$ cat config.mk
export PLATFORM = sky130hd
export DESIGN_NAME = fetch_unit
export DESIGN_NICKNAME = d
export VERILOG_FILES = /design/src/rtl/fetch_unit.sv
export SDC_FILE = /design/constraint.sdc
export NUM_CORES = 1
export LEC_CHECK = 0
export ABC_AREA = 0
export CORE_AREA = 2 2 63 65
export CTS_BUF_LIST = sky130_fd_sc_hd__clkbuf_8
export DETAILED_ROUTE_END_ITERATION = 6
export DIE_AREA = 0 0 65 67
export GPL_ROUTABILITY_DRIVEN = 0
export HOLD_SLACK_MARGIN = 0.08
export PLACE_DENSITY = 0.8
export SKIP_LAST_GASP = 1
export SYNTH_ARGS = -nofsm -noshare
export SYNTH_HDL_FRONTEND = slang
export SYNTH_SLANG_ARGS = --single-unit
export TNS_END_PERCENT = 10
$ cat constraint.sdc
create_clock -name clk -period 1.91 [get_ports clk]
set_clock_uncertainty 0.05 [all_clocks]
set_input_delay 0.382 -clock clk [delete_from_list [all_inputs] [get_ports clk]]
set_output_delay 0.382 -clock clk [all_outputs]
set_load 0.01 [all_outputs]
$ cat src/rtl/fetch_unit.sv
// fetch_unit: instruction fetch stage with PC, ROM address, valid/ready output slot and saturating fetch count.
// Optional FETCH_BRANCH_EN resolves unconditional br (opcode 4'b1100) in fetch.
module fetch_unit #(
    parameter int ADDR_W = 4,
    parameter int INST_W = 16,
    parameter int CNT_W  = 8
) (
    input  logic              clk,
    input  logic              rst_n,
    input  logic              start,
    input  logic              stop,
    output logic [ADDR_W-1:0] rom_addr,
    input  logic [INST_W-1:0] rom_inst,
    output logic              ir_valid,
    input  logic              ir_ready,
    output logic [INST_W-1:0] ir_inst,
    output logic [ADDR_W-1:0] ir_pc,
    input  logic              redirect_valid,
    input  logic [ADDR_W-1:0] redirect_pc,
    output logic [CNT_W-1:0]  fetch_count
);
    typedef enum logic [1:0] {IDLE, FETCH, STALL} state_t;
    state_t            r_state, w_state_n;
    logic [ADDR_W-1:0] r_pc, w_pc_n, r_ir_pc, w_ir_pc_n, w_seq_pc;
    logic [INST_W-1:0] r_ir_inst, w_ir_inst_n;
    logic              r_ir_valid, w_ir_valid_n;
    logic [CNT_W-1:0]  r_cnt;
    logic              w_fire, w_free;
    assign w_fire = r_ir_valid & ir_ready;
    assign w_free = !r_ir_valid | ir_ready;
`ifdef FETCH_BRANCH_EN
    assign w_seq_pc = (rom_inst[INST_W-1 -: 4] == 4'b1100) ? ADDR_W'(rom_inst[11:8]) : r_pc + ADDR_W'(1);
`else
    assign w_seq_pc = r_pc + ADDR_W'(1);
`endif
    always_comb begin
        w_state_n    = r_state;
        w_pc_n       = r_pc;
        w_ir_valid_n = r_ir_valid;
        w_ir_inst_n  = r_ir_inst;
        w_ir_pc_n    = r_ir_pc;
        if (stop) begin
            w_state_n    = IDLE;
            w_ir_valid_n = 1'b0;
        end else if (redirect_valid) begin
            w_pc_n       = redirect_pc;
            w_ir_valid_n = 1'b0;
            w_state_n    = (r_state == IDLE) ? IDLE : FETCH;
        end else if (r_state == IDLE) begin
            w_ir_valid_n = 1'b0;
            w_state_n    = start ? FETCH : IDLE;
        end else if (w_free) begin
            w_ir_inst_n  = rom_inst;
            w_ir_pc_n    = r_pc;
            w_ir_valid_n = 1'b1;
            w_pc_n       = w_seq_pc;
            w_state_n    = FETCH;
        end else begin
            w_state_n = STALL;
        end
    end
    always_ff @(posedge clk or negedge rst_n) begin
        if (!rst_n) begin
            r_state    <= IDLE;
            r_pc       <= '0;
            r_ir_valid <= 1'b0;
            r_ir_inst  <= '0;
            r_ir_pc    <= '0;
            r_cnt      <= '0;
        end else begin
            r_state    <= w_state_n;
            r_pc       <= w_pc_n;
            r_ir_valid <= w_ir_valid_n;
            r_ir_inst  <= w_ir_inst_n;
            r_ir_pc    <= w_ir_pc_n;
            if (w_fire && r_cnt != '1) r_cnt <= r_cnt + CNT_W'(1);
        end
    end
    assign rom_addr    = r_pc;
    assign ir_valid    = r_ir_valid;
    assign ir_inst     = r_ir_inst;
    assign ir_pc       = r_ir_pc;
    assign fetch_count = r_cnt;
endmodule

Word level (Yosys, flattened, before mapping)
Cells that the tools add are included.
- word-level logic and storage cells: 35
- input bits: 26
- register bits after elaboration: 35
- output and inout bits: 33
- bitwise operators: 5
- add/subtract/negate cells: 2
- reductions and logical operators: 7
- muxes and demuxes: 13
- equality and inequality tests: 2
- operators by type and width (cell ; number):
    4-bit 2-to-1 mux ; 3
    8-bit by 1-bit adder with 8-bit output (second input constant) ; 1
    2-bit 2-to-1 mux ; 4
    8-bit inequality test (second input constant) ; 1
    1-bit 2-to-1 mux ; 6
    4-bit by 1-bit adder with 4-bit output (second input constant) ; 1
    4-bit AND reduction ; 1
    4-bit nonzero test ; 1
    1-bit NOT ; 3
    3-bit AND reduction ; 1
    2-bit zero test ; 1
    2-bit inequality test (second input constant) ; 1
    2-bit nonzero test ; 1
    1-bit AND ; 1
    1-bit logical AND ; 1
    1-bit zero test ; 1
    1-bit OR ; 1

Logic depth before layout (Yosys ltp)
Gate-level depths: netlist of the first run.
- depth in word-level cells: 6
- mapped depth: 4
- gate-level depth less buffers: 4

Worst setup path after synthesis of the first run
Ideal clock, no wire load.
- path kind: reg2reg
- start point: register r_ir_valid, in the netlist ir_valid
- end point: register r_ir_inst[0], in the netlist ir_inst[0]
- slack: 433 ps
- library setup time: 125 ps
- required time: 1735 ps
- data arrival time: 1302 ps
- period minus slack after synthesis: 1477 ps
- path buffers: 1
- cell stages (with the launch flop): 5
- path through: dfrtp_1 -> nor2b_2 -> nor4_4 -> buf_6 -> mux2_4
- cells in the longest elaborated chain, start to end: 3
- RTL lines (item ; line ; source):
    start, declared ; 26 ; logic r_ir_valid, w_ir_valid_n;
    start signal, assigned ; 73 ; r_ir_valid <= w_ir_valid_n;
    1-bit zero test ; 30 ; assign w_free = !r_ir_valid | ir_ready;
    1-bit OR ; 30 ;
    4-bit AND reduction (no source line) ; - ;
    end signal, assigned ; 74 ; r_ir_inst <= w_ir_inst_n;
    end, declared ; 25 ; logic [INST_W-1:0] r_ir_inst, w_ir_inst_n;
Every way passes these cells.
A chain may end at the register's enable or synchronous reset.

Final worst setup path of the first run
- start point: register r_pc[0], in the netlist rom_addr[0]
- end point: output rom_addr[0]
- RTL lines (item ; line ; source):
    start, declared ; 24 ; logic [ADDR_W-1:0] r_pc, w_pc_n, r_ir_pc, w_ir_pc_n, w_seq_pc;
    start signal, assigned ; 72 ; r_pc <= w_pc_n;
    end, declared ; 12 ; output logic [ADDR_W-1:0] rom_addr,
No word-level cell between the ends.

==> flow_metrics.py, run 1 <==
metrics = {
    "sta": {
        "worst_pin_slew_ns": 0.422,
        "worst_slack_ns": 0.158,
        "fin_tns_setup_ns": 0,
        "layout_min_cycle_time_ns": 1.75,
        "hold_ws_ns": 0.457,
        "min_period_over_period_pct": 91.7,
        "hold_violations": 0,
        "max_slew_margin_pct": 71.9,
        "slew_viol_final": 0,
        "setup_viol": 0,
        "fmax_mhz": 571,
        "rsz0062_at_grt": "no",
    },
    "cells_and_area": {
        "multiInputGateArea_um2": 712,
        "ff_latch_area_um2": 876,
        "fin_area_mm2": 0.00237,
        "nets": 214,
        "fillCellCount": 270,
        "drive_above_1_share_pct": 18.7,
        "diodes": 0,
        "area_growth_pct": 45.5,
        "final_core_util_pct": 65.6,
    },
    "floorplanning": {
        "dieHeight_um": 67,
        "row_count": 22,
        "num_io_pins": 59,
        "dieArea_mm2": 0.00436,
        "die_w_um": 65,
        "core-area_mm2": 0.00361,
        "start_util_pct": 45.1,
    },
    "global_route": {
        "track_usage_pct": 16.8,
        "grt_pass1_vias": 1169,
        "grt_max_degree": 36,
        "grt.overflow.total": 0,
        "antenna_found_initial": 0,
        "grt_pass1_wl_um": 5470,
    },
    "yosys": {
        "async_flop_share_pct": 100,
        "synth_area_leaders": "dfrtp_1, mux2_4, nor2b_1",
        "ys_seq_area_share_pct": 53.8,
        "ys.warnings.count": 0,
        "avgSynthCellArea_um2": 13.6,
        "synth_ff_type": "dfrtp_1",
        "netlist_area_mm2": 0.00163,
        "yosys-top-cells-count": "dfrtp_1, mux2_4, nor2b_1",
        "yosysUniqueCellTypes": 35,
        "syn_inst": 120,
        "synth_most_common_cell": "dfrtp_1",
        "synth_top_cell_by_area": "dfrtp_1",
        "synth_fp_nets": 148,
        "synth-edff-count": 0,
        "ys_ff_latch": 35,
        "synth_top_area_share_pct": 53.8,
    },
    "worst_setup_path": {
        "start_kind": "register",
        "reg2reg_slack_ns": 0.39,
        "slowest_stage": "clkdlybuf4s50_1",
        "arrival_ns": 1.32,
        "slowest_delay_ns": 0.59,
        "cp_top_family": "buffers and inverters",
        "reg2regPathDepth": 4,
        "worst_setup_path_end_kind": "output pin",
        "cp_max_fo": 7,
        "worstSetupPathType": "reg -> out",
        "worstReg2RegStart": "ir_valid",
        "worstReg2RegEnd": "ir_inst[12]",
        "path_cells": "clkdlybuf4s50_1",
        "path_buf_inv": 1,
        "crit_required_ns": 1.48,
    },
    "pwr": {
        "clockPowerShare_pct": 20.2,
        "power_switching_w": 0.000649,
        "peakVddDrop_mv": 0.349,
        "internal_power_w": 0.00174,
        "power_density_mw_per_mm2": 1010,
        "leakage_nw": 1.01,
        "p_seq_share_pct": 43.9,
        "swShare_pct": 27.2,
        "comb_power_share_pct": 35.9,
    },
    "drt": {
        "drt-initial-drc-count": 57,
        "wl_met2_um": 1440,
        "drc": 0,
        "ant_nets": 0,
        "num_vias": 1216,
        "wire_per_inst_um": 14.0,
        "drt-total-wl_um": 3290,
        "firstDrtPassIters": 4,
        "viasPerCell": 5.17,
        "highest_layer": "met4",
        "wl_met1_um": 1590,
        "wl_met3_um": 201,
    },
    "placement": {
        "detailed_place.area_mm2": 0.00229,
        "dp_hpwl_um": 2460,
        "io_buffer_count": 58,
        "dp_worst_setup_slack_ns": -0.0279,
    },
    "run_status": {
        "status": "finished, final reports clean",
    },
    "cts": {
        "hold_buffers": 0,
        "ctsRootBufferMaster": "clkbuf_8",
        "cts_tree": "built",
        "cts_sinks": 35,
        "clkSlewWorstSetupHoldPaths_ns": 0.06,
        "cts-htree-levels": 2,
        "postCtsSetupBuffers": 0,
        "cts_buffers": 5,
        "ctsLongestPathBuffers": 2,
        "clk-insertion-delay-late_ns": 0.28,
        "cts_resized": 0,
    },
    "hold_path": {
        "hp-class": "in -> async",
    },
    "run": {
        "drv_cap": 0,
    },
}
[worst max path at each step]
| stage | from | endpoint | slack, ns | depth (start not counted) |
|---|---|---|---|---|
| final | rom_addr[0] | rom_addr[0] | 0.16 | 1 |
| after global routing | rom_addr[0] | rom_addr[0] | 0.09 | 1 |
| after CTS | rom_addr[0] | rom_addr[0] | 0.14 | 1 |
| after detailed placement | ir_ready | ir_inst[12] | -0.03 | 5 |
| after global placement | redirect_valid | ir_inst[2] | -0.003 | 4 |
| after floorplan | ir_valid | ir_inst[0] | 0.43 | 4 |
[power groups by stage]
stage | clock network [W] | logic (W) | registers, W
2_1_floorplan | 0 | 0.000297 | 0.00113
3_3_place_gp | 0 | 0.000839 | 0.00106
3_5_place_dp | 0 | 0.000860 | 0.00106
4_1_cts | 0.000505 | 0.000866 | 0.00105
5_1_grt | 0.000552 | 0.000924 | 0.00108
6_report | 0.000482 | 0.000855 | 0.00105
[layout make-up]
class                           count  area share (%)
Timing Repair Buffer               63            26.6
Clock buffer                        5            2.91
Inverter                            2           0.317
Multi-Input combinational cell     79            30.1
Tap cell                           48            2.54
Clock inverter                      3           0.529
Sequential cell                    35            37.0
[flip-flops by register name (all words and copies together) (netlist names)]
register     count
r_state          2
fetch_count      8
ir_pc            4
ir_inst         16
ir_valid         1
rom_addr         4
[per-stage QoR]
step	power, W	std cells
floorplan	0.00143	120
global placement	0.00189	227
detailed placement	0.00192	227
CTS	0.00242	235
global route	0.00255	235
finish	0.00239	235
[metal layers]
layer	global-route usage (%)	vias up
li1	-	581
met5	0	-
met1	23.1	575
met2	25.0	54
met4	7.18	0
met3	4.22	6
[cell usage in the layout, fill, tap and decap left out, types with 2 or more instances in the layout]
master | netlist | final
nor2b_1 | 6 | 6
clkbuf_8 | 0 | 5
a222oi_1 | 2 | 2
clkdlybuf4s50_1 | 0 | 58
nor3_1 | 4 | 4
and4_1 | 2 | 2
nand3_1 | 4 | 4
inv_1 | 2 | 4
ha_1 | 2 | 2
o41ai_1 | 2 | 2
dfrtp_1 | 35 | 35
a21oi_1 | 5 | 5
buf_4 | 0 | 4
a31oi_1 | 5 | 5
nor2_1 | 3 | 3
nand2_1 | 4 | 4
mux2i_1 | 2 | 2
a22oi_1 | 2 | 2
mux2_4 | 20 | 20
[logic make-up (layout without fill, tap and decap cells)]
family / Yosys count / in the layout / share of synthesized area, %
multiplexers: 23 / 23 / 20.4
XOR/XNOR: 2 / 2 / 1.08
AO/OA/AOI/OAI: 20 / 20 / 8.38
adder cells (fa/ha/maj): 2 / 2 / 1.54
buffers and inverters: 6 / 73 / 2.38
flip-flops: 35 / 35 / 53.8
AND/OR/NAND/NOR: 32 / 32 / 12.4
(Power assumes the default switching activity.)
==> run 2: changes to the inputs <==
Settings changed: CORE_AREA 2 2 63 65 to 2 2 61 86, DIE_AREA 0 0 65 67 to 0 0 63 88, PLACE_DENSITY 0.8 to not set.
==> run 2 against run 1 <==
Net effect:
- final cell count increased by 7.7%
- first-iteration DRC count fell by 26%
- critical path depth is the same
- clock power up 41%
- global-route usage down 3.0 points
- fmax decreased by 0.99%
- cell area up 3.0%
- total power rose by 8.3%
- worst setup slack got worse by 0.018 ns
- combinational power decreased by 0.6%
- non-clock buffer count rose by 2
- sequential power about the same
==> flow_metrics.py, run 2 (synthesis results as in run 1) <==
metrics = {
    "floorplanning": {
        "dieHeight_um": 88,
        "start_util_pct": 34.1,
        "num_io_pins": 59,
        "dieArea_mm2": 0.00554,
        "core-area_mm2": 0.00477,
        "die_w_um": 63,
        "row_count": 30,
    },
    "drt": {
        "drt-total-wl_um": 3680,
        "drt-initial-drc-count": 42,
        "wire_per_inst_um": 14.5,
        "firstDrtPassIters": 4,
        "viasPerCell": 4.82,
        "ant_nets": 0,
        "num_vias": 1219,
        "drc": 0,
    },
    "sta": {
        "setup_viol": 0,
        "max_slew_margin_pct": 69.8,
        "worst_pin_slew_ns": 0.453,
        "rsz0062_at_grt": "no",
        "slew_viol_final": 0,
        "layout_min_cycle_time_ns": 1.77,
        "hold_violations": 0,
        "min_period_over_period_pct": 92.6,
        "fmax_mhz": 565,
    },
    "worst_setup_path": {
        "worst_setup_path_end_kind": "output pin",
        "worstReg2RegStart": "ir_valid",
        "arrival_ns": 1.34,
        "path_cells": "clkdlybuf4s50_1",
        "worstSetupPathType": "reg -> out",
        "crit_start": "rom_addr[0]",
        "reg2reg_slack_ns": 0.34,
        "path_depth": 1,
        "critPathCapture": "rom_addr[0]",
        "reg2regPathDepth": 4,
        "worstReg2RegEnd": "ir_inst[13]",
        "path_buf_inv": 1,
        "crit_required_ns": 1.48,
        "cp_top_family": "buffers and inverters",
        "slowest_stage": "clkdlybuf4s50_1",
        "cp_max_fo": 7,
        "start_kind": "register",
        "slowest_delay_ns": 0.59,
    },
    "cells_and_area": {
        "largest_reg_flops": 16,
        "nets": 216,
        "layout_commonest_cell": "clkdlybuf4s50_1",
        "final_cell_mix": "clkdlybuf4s50_1, dfrtp_1, mux2_4",
        "fin_area_mm2": 0.00244,
        "ff_latch_area_um2": 876,
        "fillCellCount": 434,
        "multiInputGateArea_um2": 712,
        "area_growth_pct": 49.9,
        "drive_above_1_share_pct": 20.6,
        "stdcell_count": 253,
        "diodes": 0,
    },
    "cts": {
        "clk-insertion-delay-late_ns": 0.28,
        "cts_tree": "built",
        "ctsLongestPathBuffers": 2,
        "cts-htree-levels": 2,
        "cts_buffers": 5,
        "ctsRootBufferMaster": "clkbuf_8",
        "hold_buffers": 0,
        "clkSlewWorstSetupHoldPaths_ns": 0.07,
        "postCtsSetupBuffers": 0,
        "cts_resized": 0,
        "cts_sinks": 35,
    },
    "global_route": {
        "grt.overflow.total": 0,
        "grt_max_degree": 36,
        "track_usage_pct": 13.8,
        "grt_pass1_vias": 1208,
        "grt_pass1_wl_um": 5930,
        "antenna_found_initial": 0,
    },
    "pwr": {
        "power_density_mw_per_mm2": 1060,
        "leakage_nw": 1.03,
        "power_switching_w": 0.000669,
        "p_seq_share_pct": 40.7,
        "swShare_pct": 25.9,
        "clockPowerShare_pct": 26.4,
        "comb_power_share_pct": 32.9,
        "peakVddDrop_mv": 0.407,
        "internal_power_w": 0.00191,
    },
    "placement": {
        "io_buffer_count": 58,
        "dp_hpwl_um": 2660,
        "dp.cells": 245,
        "detailed_place.area_mm2": 0.00232,
    },
    "hold_path": {
        "hp-class": "in -> async",
    },
    "run": {
        "drv_cap": 0,
    },
    "run_status": {
        "status": "finished, final reports clean",
    },
}
==> run 2: changes by cell type in the layout (fill, tap and decap cells not counted) <==
cell	delta
bufinv_16	+1
buf_4	+2
inv_1	-2
clkbuf_8	+1
==> run 2: worst min path at each step <==
stage	from	slack [ns]	end
floorplan	rst_n	0.04	fetch_count[0]
global placement	ir_inst[9]	0.44	ir_inst[9]
detailed placement	ir_inst[1]	0.44	ir_inst[1]
CTS	ir_inst[10]	0.46	ir_inst[10]
global route	ir_inst[10]	0.48	ir_inst[10]
finish	rst_n	0.46	ir_pc[3]
==> run 2: through the flow <==
step	setup WS, ns	utilization (%)	hold WS, ns	total power (W)	setup TNS (ns)
after floorplan	0.433	-	0.0364	0.00143	0
after global placement	-0.0439	48.7	0.441	0.00190	-0.645
after detailed placement	-0.0792	48.7	0.441	0.00193	-1.03
after CTS	0.121	51.2	0.462	0.00262	0
after global routing	0.0671	51.2	0.476	0.00272	0
final	0.141	51.2	0.458	0.00258	0
==> run 2: final cells by class <==
class                   count  share of cell area (%)
clock inverters             2                    1.44
repair buffers             65                    26.5
inverters                   2                   0.308
clock buffers               6                    3.39
multi-input cells          79                    29.2
well taps                  64                    3.28
flip-flops and latches     35                    35.9
==> run 2: power groups by stage <==
stage / combinational [W] / clock, W / sequential, W
final: 0.000850 / 0.000682 / 0.00105
after global routing: 0.000910 / 0.000732 / 0.00108
after CTS: 0.000864 / 0.000705 / 0.00106
after detailed placement: 0.000860 / 0 / 0.00107
after global placement: 0.000846 / 0 / 0.00105
after floorplan: 0.000297 / 0 / 0.00113
==> run 2: per-layer routing <==
metal / global-route usage, % / wire, µm / vias up / part of all wire (%)
met4: 7.27 / 85 / 0 / 2.3
li1: - / - / 579 / -
met3: 3.60 / 189 / 6 / 5.1
met2: 22.7 / 1850 / 41 / 50
met5: 0 / 0 / - / 0
met1: 16.7 / 1550 / 593 / 42
